[src/rtl/link_pkg.sv]
// Shared types and constants for the outbound link frame scheduler.
package link_pkg;

    typedef enum logic [1:0] {
        IDLE = 2'd0,
        HOLD = 2'd1,
        GAP  = 2'd2
    } state_t;

    localparam logic [1:0] GNT_NONE    = 2'b00;
    localparam logic [1:0] GNT_PLACE   = 2'b01;
    localparam logic [1:0] GNT_DESTROY = 2'b10;

    localparam logic [1:0] FRAME_HDR = 2'b10;

    localparam int unsigned FRM_DESTROY_BIT = 5;
    localparam int unsigned FRM_PLACE_BIT   = 4;
    localparam int unsigned FRM_MOVE_MSB    = 3;

    localparam int unsigned DET_FRONT = 0;
    localparam int unsigned DET_LEFT  = 1;
    localparam int unsigned DET_RIGHT = 2;
    localparam int unsigned DET_BACK  = 3;

    function automatic int unsigned max_u(input int unsigned a, input int unsigned b);
        return (a > b) ? a : b;
    endfunction

endpackage

[src/rtl/req_edge_latch.sv]
// Rising-edge detector feeding a sticky pending flag; cancel beats clear beats set.
module req_edge_latch (
    input  logic i_clk,
    input  logic i_rst,
    input  logic i_req,
    input  logic i_clr,
    input  logic i_cancel,
    output logic o_pending
);

    logic r_prev;
    logic r_pending;
    logic w_rise;

    assign w_rise = i_req & ~r_prev;

    always_ff @(posedge i_clk or posedge i_rst) begin
        if (i_rst) begin
            r_prev    <= 1'b0;
            r_pending <= 1'b0;
        end else begin
            r_prev <= i_req;
            if (i_cancel) begin
                r_pending <= 1'b0;
            end else if (i_clr) begin
                r_pending <= 1'b0;
            end else if (w_rise) begin
                r_pending <= 1'b1;
            end
        end
    end

    assign o_pending = r_pending;

endmodule

[src/rtl/link_frame_scheduler.sv]
// Builds the outbound UART frame and serialises place/destroy into hold+gap windows.
// Define LINK_ACTION_RR_EN for round-robin tie-breaking (default: destroy wins).
module link_frame_scheduler
    import link_pkg::*;
#(
    parameter int unsigned HOLD_CYCLES = 10_000_000,
    parameter int unsigned GAP_CYCLES  = 5_000_000
) (
    input  logic       sys_clk,
    input  logic       rst,
    input  logic       power,
    input  logic [3:0] moving_state,
    input  logic       place_req,
    input  logic       destroy_req,
    input  logic [7:0] rec,
    output logic [7:0] frame,
    output logic [3:0] detector,
    output logic       busy,
    output logic [1:0] grant
);

    localparam int unsigned CNT_W = $clog2(max_u(HOLD_CYCLES, GAP_CYCLES) + 1);
    localparam logic [CNT_W-1:0] HOLD_LAST = CNT_W'(HOLD_CYCLES - 1);
    localparam logic [CNT_W-1:0] GAP_LAST  = CNT_W'(GAP_CYCLES - 1);

    state_t           r_state, w_state_d;
    logic [CNT_W-1:0] r_cnt, w_cnt_d;
    logic [1:0]       r_grant, w_grant_d;
    logic [1:0]       w_pick;
    logic [3:0]       r_mov;
    logic [3:0]       r_det;
    logic             w_place_pend, w_destroy_pend;
    logic             w_place_clr, w_destroy_clr;
    logic             w_in_hold;
    logic             w_unused_rec;

    assign w_unused_rec = ^rec[7:4];

    req_edge_latch u_place_latch (
        .i_clk     (sys_clk),
        .i_rst     (rst),
        .i_req     (place_req),
        .i_clr     (w_place_clr),
        .i_cancel  (~power),
        .o_pending (w_place_pend)
    );

    req_edge_latch u_destroy_latch (
        .i_clk     (sys_clk),
        .i_rst     (rst),
        .i_req     (destroy_req),
        .i_clr     (w_destroy_clr),
        .i_cancel  (~power),
        .o_pending (w_destroy_pend)
    );

`ifdef LINK_ACTION_RR_EN
    logic [1:0] r_last_grant;

    always_ff @(posedge sys_clk or posedge rst) begin
        if (rst) begin
            r_last_grant <= GNT_DESTROY;
        end else if (r_state == IDLE && w_state_d == HOLD) begin
            r_last_grant <= w_grant_d;
        end
    end
`endif

    always_comb begin
        w_pick = GNT_NONE;
        if (w_place_pend && w_destroy_pend) begin
`ifdef LINK_ACTION_RR_EN
            w_pick = (r_last_grant == GNT_DESTROY) ? GNT_PLACE : GNT_DESTROY;
`else
            w_pick = GNT_DESTROY;
`endif
        end else if (w_destroy_pend) begin
            w_pick = GNT_DESTROY;
        end else if (w_place_pend) begin
            w_pick = GNT_PLACE;
        end
    end

    always_comb begin
        w_state_d     = r_state;
        w_grant_d     = r_grant;
        w_place_clr   = 1'b0;
        w_destroy_clr = 1'b0;
        unique case (r_state)
            IDLE: begin
                if (w_pick != GNT_NONE) begin
                    w_state_d = HOLD;
                    w_grant_d = w_pick;
                end
            end
            HOLD: begin
                if (r_cnt == HOLD_LAST) begin
                    w_state_d     = GAP;
                    w_grant_d     = GNT_NONE;
                    w_place_clr   = (r_grant == GNT_PLACE);
                    w_destroy_clr = (r_grant == GNT_DESTROY);
                end
            end
            GAP: begin
                if (r_cnt == GAP_LAST) begin
                    w_state_d = IDLE;
                end
            end
            default: begin
                w_state_d = IDLE;
                w_grant_d = GNT_NONE;
            end
        endcase
        if (!power) begin
            w_state_d = IDLE;
            w_grant_d = GNT_NONE;
        end
    end

    // Counter restarts on every state change and saturates rather than wrapping.
    always_comb begin
        if (w_state_d != r_state || w_state_d == IDLE) begin
            w_cnt_d = '0;
        end else if (r_cnt != '1) begin
            w_cnt_d = r_cnt + 1'b1;
        end else begin
            w_cnt_d = r_cnt;
        end
    end

    always_ff @(posedge sys_clk or posedge rst) begin
        if (rst) begin
            r_state <= IDLE;
            r_cnt   <= '0;
            r_grant <= GNT_NONE;
            r_mov   <= 4'd0;
            r_det   <= 4'd0;
        end else begin
            r_state <= w_state_d;
            r_cnt   <= w_cnt_d;
            r_grant <= w_grant_d;
            r_mov   <= power ? moving_state : 4'd0;
            r_det   <= rec[DET_BACK:DET_FRONT];
        end
    end

    // Action bits decode straight from registers so reset clears them without a clock.
    assign w_in_hold = (r_state == HOLD);
    assign frame     = {FRAME_HDR,
                        w_in_hold && (r_grant == GNT_DESTROY),
                        w_in_hold && (r_grant == GNT_PLACE),
                        r_mov};
    assign detector  = r_det;
    assign busy      = (r_state != IDLE);
    assign grant     = r_grant;

endmodule
[config.mk]
export PLATFORM = sky130hd
export DESIGN_NAME = link_frame_scheduler
export DESIGN_NICKNAME = d
export VERILOG_FILES = /design/src/rtl/link_pkg.sv /design/src/rtl/req_edge_latch.sv /design/src/rtl/link_frame_scheduler.sv
export SDC_FILE = /design/constraint.sdc
export NUM_CORES = 1
export LEC_CHECK = 0
export CORE_MARGIN = 1
export CORE_UTILIZATION = 53
export CTS_BUF_LIST = sky130_fd_sc_hd__clkbuf_16
export CTS_CLUSTER_SIZE = 16
export DETAILED_ROUTE_END_ITERATION = 12
export GPL_TIMING_DRIVEN = 0
export PLACE_DENSITY = 0.8
export SYNTH_ARGS = -nofsm -noshare
export SYNTH_HDL_FRONTEND = slang
export SYNTH_SLANG_ARGS = --single-unit
export TNS_END_PERCENT = 50
[constraint.sdc]
create_clock -name sys_clk -period 2.6 [get_ports sys_clk]
set_input_delay 0.26 -clock sys_clk [delete_from_list [all_inputs] [get_ports sys_clk]]
set_output_delay 0.26 -clock sys_clk [all_outputs]
set_load 0.02 [all_outputs]
==> results of run 1 <==
## cells by family after synthesis
kind of cell    share of synthesized area (%)
simple gates                            30.48
flops                                   49.57
compound gates                          7.684
fa+ha+maj                              0.6195
buf+inv                                 3.035
other cells                            0.3719
xor+xnor                                8.240
## worst max-delay path, stage by stage, from the launching register on
cell	delay, ns
dfrtp_1	0.46
nand2b_1	0.17
nor3b_1	0.31
clkdlybuf4s50_1	0.67
## cell type report
class / count / area (um2) / area share [%]
Inverter: 2 / 7.507 / 0.3011
Buffer: 8 / 53.80 / 2.158
Timing Repair Buffer: 25 / 250.2 / 10.04
Sequential cell: 40 / 1001 / 40.14
Clock inverter: 3 / 38.79 / 1.555
Clock buffer: 5 / 125.1 / 5.018
Tap cell: 48 / 60.06 / 2.408
Multi-Input combinational cell: 152 / 957.2 / 38.38
## worst paths after layout
| check | to | slack (ns) | cells past startpoint |
|---|---|---|---|
| max in group asynchronous | r_cnt[18]$_DFFE_PP0P_ | 1.64 | 2 |
| min in group asynchronous | detector[0]$_DFF_PP0_ | 0.46 | 2 |
| max reg2reg | r_cnt[21]$_DFFE_PP0P_ | 0.49 | 8 |
| min reg2reg | r_cnt[1]$_DFFE_PP0P_ | 0.56 | 2 |
| max | frame[4] | 0.44 | 3 |
| min | detector[3]$_DFF_PP0_ | 0.42 | 1 |
## registers in the layout, summed over array words and instances (netlist names)
| register | cells |
|---|---|
| u_destroy_latch.o_pending | 1 |
| u_destroy_latch.r_prev | 1 |
| grant | 2 |
| r_cnt | 24 |
| r_state | 2 |
| detector | 4 |
| r_mov | 4 |
| u_place_latch.o_pending | 1 |
| u_place_latch.r_prev | 1 |
## metal layers
layer  share of wire, %  track usage [%]  up-vias
li1                   -                -      780
met1                 46            29.63      758
met2                 48            34.44       43
met3                4.6            6.522        9
met4                2.2            14.20        0
met5                  0                0        -
## metrics by stage
step / std cells / util [%]
CTS: 283 / 68.11
global route: 283 / 68.11
floorplan: 202 / -
global placement: 275 / 63.64
finish: 283 / 68.11
detailed placement: 275 / 63.64
## where the power goes
part	internal, uW	switching, uW	leakage [uW]	total (uW)
sequential	637	11.1	0.000537	649
clock	447	226	0.0000850	673
combinational	52.9	55.5	0.000363	108
## layout by cell type, fill, tap and decap left out, drive strengths merged, types with 2 or more instances in the layout
master	synthesis	layout
or2	2	2
nand4	5	5
xor2	2	2
a21oi	13	13
clkdlybuf4s50	0	25
nor3b	3	3
or4b	3	3
nor3	7	7
o21ai	3	3
xnor2	17	17
buf	5	5
clkbuf	3	8
and3	8	8
and4	2	2
nor4	9	9
nor2b	2	2
nand4b	2	2
inv	2	3
nand2	12	12
nand2b	3	3
conb	2	2
dfrtp	40	40
and2	7	7
nand3	11	11
nor2	25	25
==> metrics.md, run 1 <==
| Metric | Value |
|---|---|
| Predominant post-synthesis flop cell | dfrtp_1 |
| Layout cells sized above 1 | between 8 and 9% |
| Yosys top cell by area | dfrtp_1 |
| Initial antenna violation count | 0 |
| Mapped cell area | 2019 um2 |
| TritonRoute pass-1 iters | 4 |
| First-pass GRT wire length | 7017 um |
| Syn_area_per_cell | 9.997 um2 |
| Synth area leaders | dfrtp_1, xnor2_1, nor2_1 |
| Post-Syn Instances | 202 |
| Final worst slack | 0.4445 ns |
| Synth-to-Final Area Change | 23.48% |
| Max-cap violations | 0 |
| Power density cells | 573.4 nW/um2 |
| Post-route cell area | 2494 um2 |
| Root Driver | clkbuf_16 |
| Std-Cell Rows | 22 |
| Pre-CTS setup slack | 0.4945 ns |
| Seq/Total Area, Yosys | 49.57% |
| Top cells by count, synth | dfrtp_1, nor2_1, xnor2_1 |
| Fill cells | 288 |
| Slew Limit Fails | 0 |
| Worst-path clk slew | 0.05 ns |
| Final setup fails | 0 |
| Crit path max fanout | 8 |
| Max H-tree Level | 2 |
| HP Class | primary input to flop |
| Drt via density | between 5 and 6 |
| Max_slew headroom | between 40% and 50% |
| RSZ-0062 raised after global routing | false |
| Number of synthesized flops with an enable pin | 0 |
| Largest net degree at the start of global routing | just over 40 |
| Type of the worst setup path | flop to primary output |
| Post-synth cell types | 46 |
| Starting density of the core | between 50% and 60% |
| Post-synth top area share | about half |
| WL/cell | roughly 14 um |
| I/O pin total | 32 |
| Setup Skew | approximately 0.0033 ns |
| Skew-Pair Late Insertion Delay | 0.28 ns |
| Worst setup SP type | flop |
| Die Wd | 63.73 um |
| # DRC | 0 |
| WHS | between 0.4 and 0.5 ns |
| Min-Delay Startpoint | rec[3] |
| Core area | 3661 um2 |
| Detail Route Antenna Nets | 0 |
| Synth warn | 0 |
| Asr flop ratio synth | 100.0% |
| Setup TNS | 0 ns |
| Initial DRC Count | 117 |
| Placed cell area | 2330 um2 |
| TritonCTS Buffers | 5 |
| Vias in the first global route | ~1,600 |
| WP data required | about 2.3 ns |
| Ant. Diodes | 0 |
| Die H | 63.73 um |
| Flops & latches, synth | 40 |
| Post-DP HPWL | 2775 um |
| Worst R2R Start | r_cnt[0]$_DFFE_PP0P_ |
| CTS Hold Bufs | 0 |
| CTS max path bufs | 2 |
| CP arrival | 1.90 ns |
| Post-CTS sizing | 0 |
| Total Routed Length | 3965 um |
| Post-synth net total | 220 |
| Outcome | completed |
| Design Power | between 1000 and 1500 uW |
| Crit path time final | 2.155 ns |
| CP endpoint kind | primary output |
| Static leakage power | ~0.001 uW |
| Post-CTS setup buffers | 0 |
| Final period util | 82.90% |
| Worst-Margin Slew | between 0.8 and 0.9 ns |
| CP Launch Point | r_state[0]$_DFF_PP0_ |
| Total GRT Usage | about 23% |
| Vias | 1,590 |
| CTS tree | yes |
| Fmax | ~0.46 GHz |
| Final hold viol count | 0 |
| Placer Congestion | 0.9025 |
| Max VDD drop | 411.3 uV |
| Die area | roughly 4100 um2 |
| Final #Nets | 252 |
| IO Port Bufs | 25 |
| Most frequent cell after synthesis | dfrtp_1 |
| Grt ovf | 0 |
| Clk sinks | 40 |
Note: power is estimated with default switching activity, not from simulation.
==> run 2: changes to the inputs <==
--- a/config.mk
+++ b/config.mk
@@ -6,12 +6,12 @@
 export NUM_CORES = 1
 export LEC_CHECK = 0
 export CORE_MARGIN = 1
-export CORE_UTILIZATION = 53
+export CORE_UTILIZATION = 48
 export CTS_BUF_LIST = sky130_fd_sc_hd__clkbuf_16
 export CTS_CLUSTER_SIZE = 16
 export DETAILED_ROUTE_END_ITERATION = 12
 export GPL_TIMING_DRIVEN = 0
-export PLACE_DENSITY = 0.8
+export PLACE_DENSITY = 0.76
 export SYNTH_ARGS = -nofsm -noshare
 export SYNTH_HDL_FRONTEND = slang
 export SYNTH_SLANG_ARGS = --single-unit
==> constraint.sdc (replaced) <==
create_clock -name sys_clk -period 1.85 [get_ports sys_clk]
set_input_delay 0.185 -clock sys_clk [delete_from_list [all_inputs] [get_ports sys_clk]]
set_output_delay 0.185 -clock sys_clk [all_outputs]
set_load 0.02 [all_outputs]
==> metrics.md, run 2 (synthesized netlist as in run 1, its figures left out) <==
| Metric | Value |
|---|---|
| Slew Limit Fails | 0 |
| CP endpoint kind | flop |
| Post-DP HPWL | 2847 um |
| Outcome | complete, but fails checks |
| CTS max path bufs | 2 |
| Initial DRC Count | 161 |
| Max reg flops | 24 |
| Setup Skew | ~0.0059 ns |
| Worst setup SP type | flop |
| Die area | 4470 um2 |
| I/O pin total | 32 |
| Ant. Diodes | 0 |
| Std-Cell Rows | 23 |
| CTS tree | yes |
| Detail Route Antenna Nets | 0 |
| Final hold viol count | 0 |
| Vias in the first global route | 1,648 |
| Crit path max fanout | 7 |
| Worst reg-to-reg path cell count | 6 |
| RR Endpoint | r_cnt[13]$_DFFE_PP0P_ |
| Worst setup endpoint | r_cnt[13]$_DFFE_PP0P_ |
| Final period util | 112.0% |
| Placed cell area | roughly 2300 um2 |
| Crit path time final | 2.072 ns |
| Worst-Margin Slew | between 0.8 and 0.9 ns |
| WP data required | 2.01 ns |
| Die Wd | about 67 um |
| CTS Hold Bufs | 0 |
| Total Routed Length | about 4900 um |
| RSZ-0062 raised after global routing | true |
| Synth-to-Final Area Change | 35.81% |
| Max-cap violations | 0 |
| Type of the worst setup path | flop to flop |
| WHS | 0.3430 ns |
| Post-route cell area | 2743 um2 |
| Failing checks | negative setup slack |
| Placer Congestion | 0.8067 |
| IO Port Bufs | 25 |
| First-pass GRT wire length | 7838 um |
| Largest net degree at the start of global routing | a little over 40 |
| Final #Nets | 267 |
| Total GRT Usage | 24.12% |
| Layout cells sized above 1 | 28.00% |
| Core area | 4029 um2 |
| HP Class | primary input to flop |
| Most frequent cells in the layout | dfrtp_1, clkdlybuf4s50_1, xnor2_1, buf_4, nor2_1 |
| Grt ovf | 0 |
| Drt via density | 5.667 |
| Fill cells | 301 |
| Initial antenna violation count | 0 |
| Starting density of the core | 50.12% |
| TritonCTS Buffers | 5 |
| Final setup fails | 27 |
| TritonRoute pass-1 iters | 4 |
| WL/cell | ~16 um |
| Max_slew headroom | 44.77% |
| CP arrival | 2.24 ns |
| Pre-CTS setup slack | -0.2951 ns |
| Skew-Pair Late Insertion Delay | between 0.2 and 0.3 ns |
| # DRC | 0 |
| CP Launch Point | r_cnt[18]$_DFFE_PP0P_ |
| Fmax | 0.4826 GHz |
| Commonest non-fill, non-tap cell in the layout | dfrtp_1 |
| Power density cells | between 700 and 800 nW/um2 |
| Worst-path clk slew | 0.06 ns |
| Root Driver | clkbuf_16 |
| Clk sinks | 40 |
| Vias | 1,700 |
| Max VDD drop | 500.4 uV |
| Static leakage power | 0.001105 uW |
| Worst R2R Start | r_cnt[18]$_DFFE_PP0P_ |
| Register name with the most flops | r_cnt |
| FF-to-FF setup slack | -0.22 ns |
| Final worst slack | -0.2223 ns |
| Max H-tree Level | 2 |
| Die H | ~67 um |
-- run 2: per-stage QoR --
step                instances  total power (uW)  setup TNS [ns]  util (%)
global placement          277              1081          -10.01     58.01
detailed placement        277              1084          -6.542     58.01
floorplan                 202              1011               0         -
finish                    300              2052          -4.912     68.07
CTS                       294              2069          -3.159     65.99
global route              300              2129          -6.529     68.07
-- run 2: how the worst min path moves through the flow --
stage                    startpoint                     to  slack (ns)  cells past startpoint
6_report                     rec[1]  detector[1]$_DFF_PP0_        0.34                      1
5_1_grt                      rec[1]  detector[1]$_DFF_PP0_        0.33                      1
4_1_cts                      rec[1]  detector[1]$_DFF_PP0_        0.34                      1
3_5_place_dp   grant[0]$_DFFE_PP0P_   grant[0]$_DFFE_PP0P_        0.56                      1
3_3_place_gp   grant[0]$_DFFE_PP0P_   grant[0]$_DFFE_PP0P_        0.55                      1
2_1_floorplan                rec[0]  detector[0]$_DFF_PP0_        0.22                      0
-- run 2: power breakdown --
part           total, uW  internal, uW  switching, uW
combinational        170          81.4           89.0
clock                970           633            337
sequential           912           896           15.8
total               2050          1610            441
-- run 2: final cells by class --
type	instances	area, um2	share of cell area (%)
inverter	2	7.507	0.2737
clock inverter	3	42.54	1.551
sequential	40	1007	36.72
clock buffer	5	125.1	4.562
buffer	7	53.80	1.962
multi-input combinational	152	1072	39.10
tap	50	62.56	2.281
timing repair buffer	41	371.6	13.55
-- run 2: metal layers --
layer / wire length (um) / share of wire [%] / GRT usage (%)
met2: 2323 / 48 / 38.26
met1: 2185 / 45 / 31.73
met3: 260 / 5.4 / 4.966
met4: 89 / 1.8 / 10.11
met5: 0 / 0 / 0
-- run 2: critical path, stage by stage, from the launching register on --
cell and delay, ns:
dfrtp_1 0.46, or4b_4 0.58, nor4_4 0.24, a21oi_2 0.12
o21ai_4 0.32, buf_6 0.20, nor2_1 0.05
-- run 2: timing repair --
| item | in CTS | in global routing |
|---|---|---|
| endpoints found under the hold margin | 0 | 0 |
| setup buffers | 8 | 6 |
| resized for setup | 30 | 16 |
| pin swaps | 21 | 6 |
| endpoints found under the setup margin | 29 | 29 |
| gates cloned | 2 | 0 |
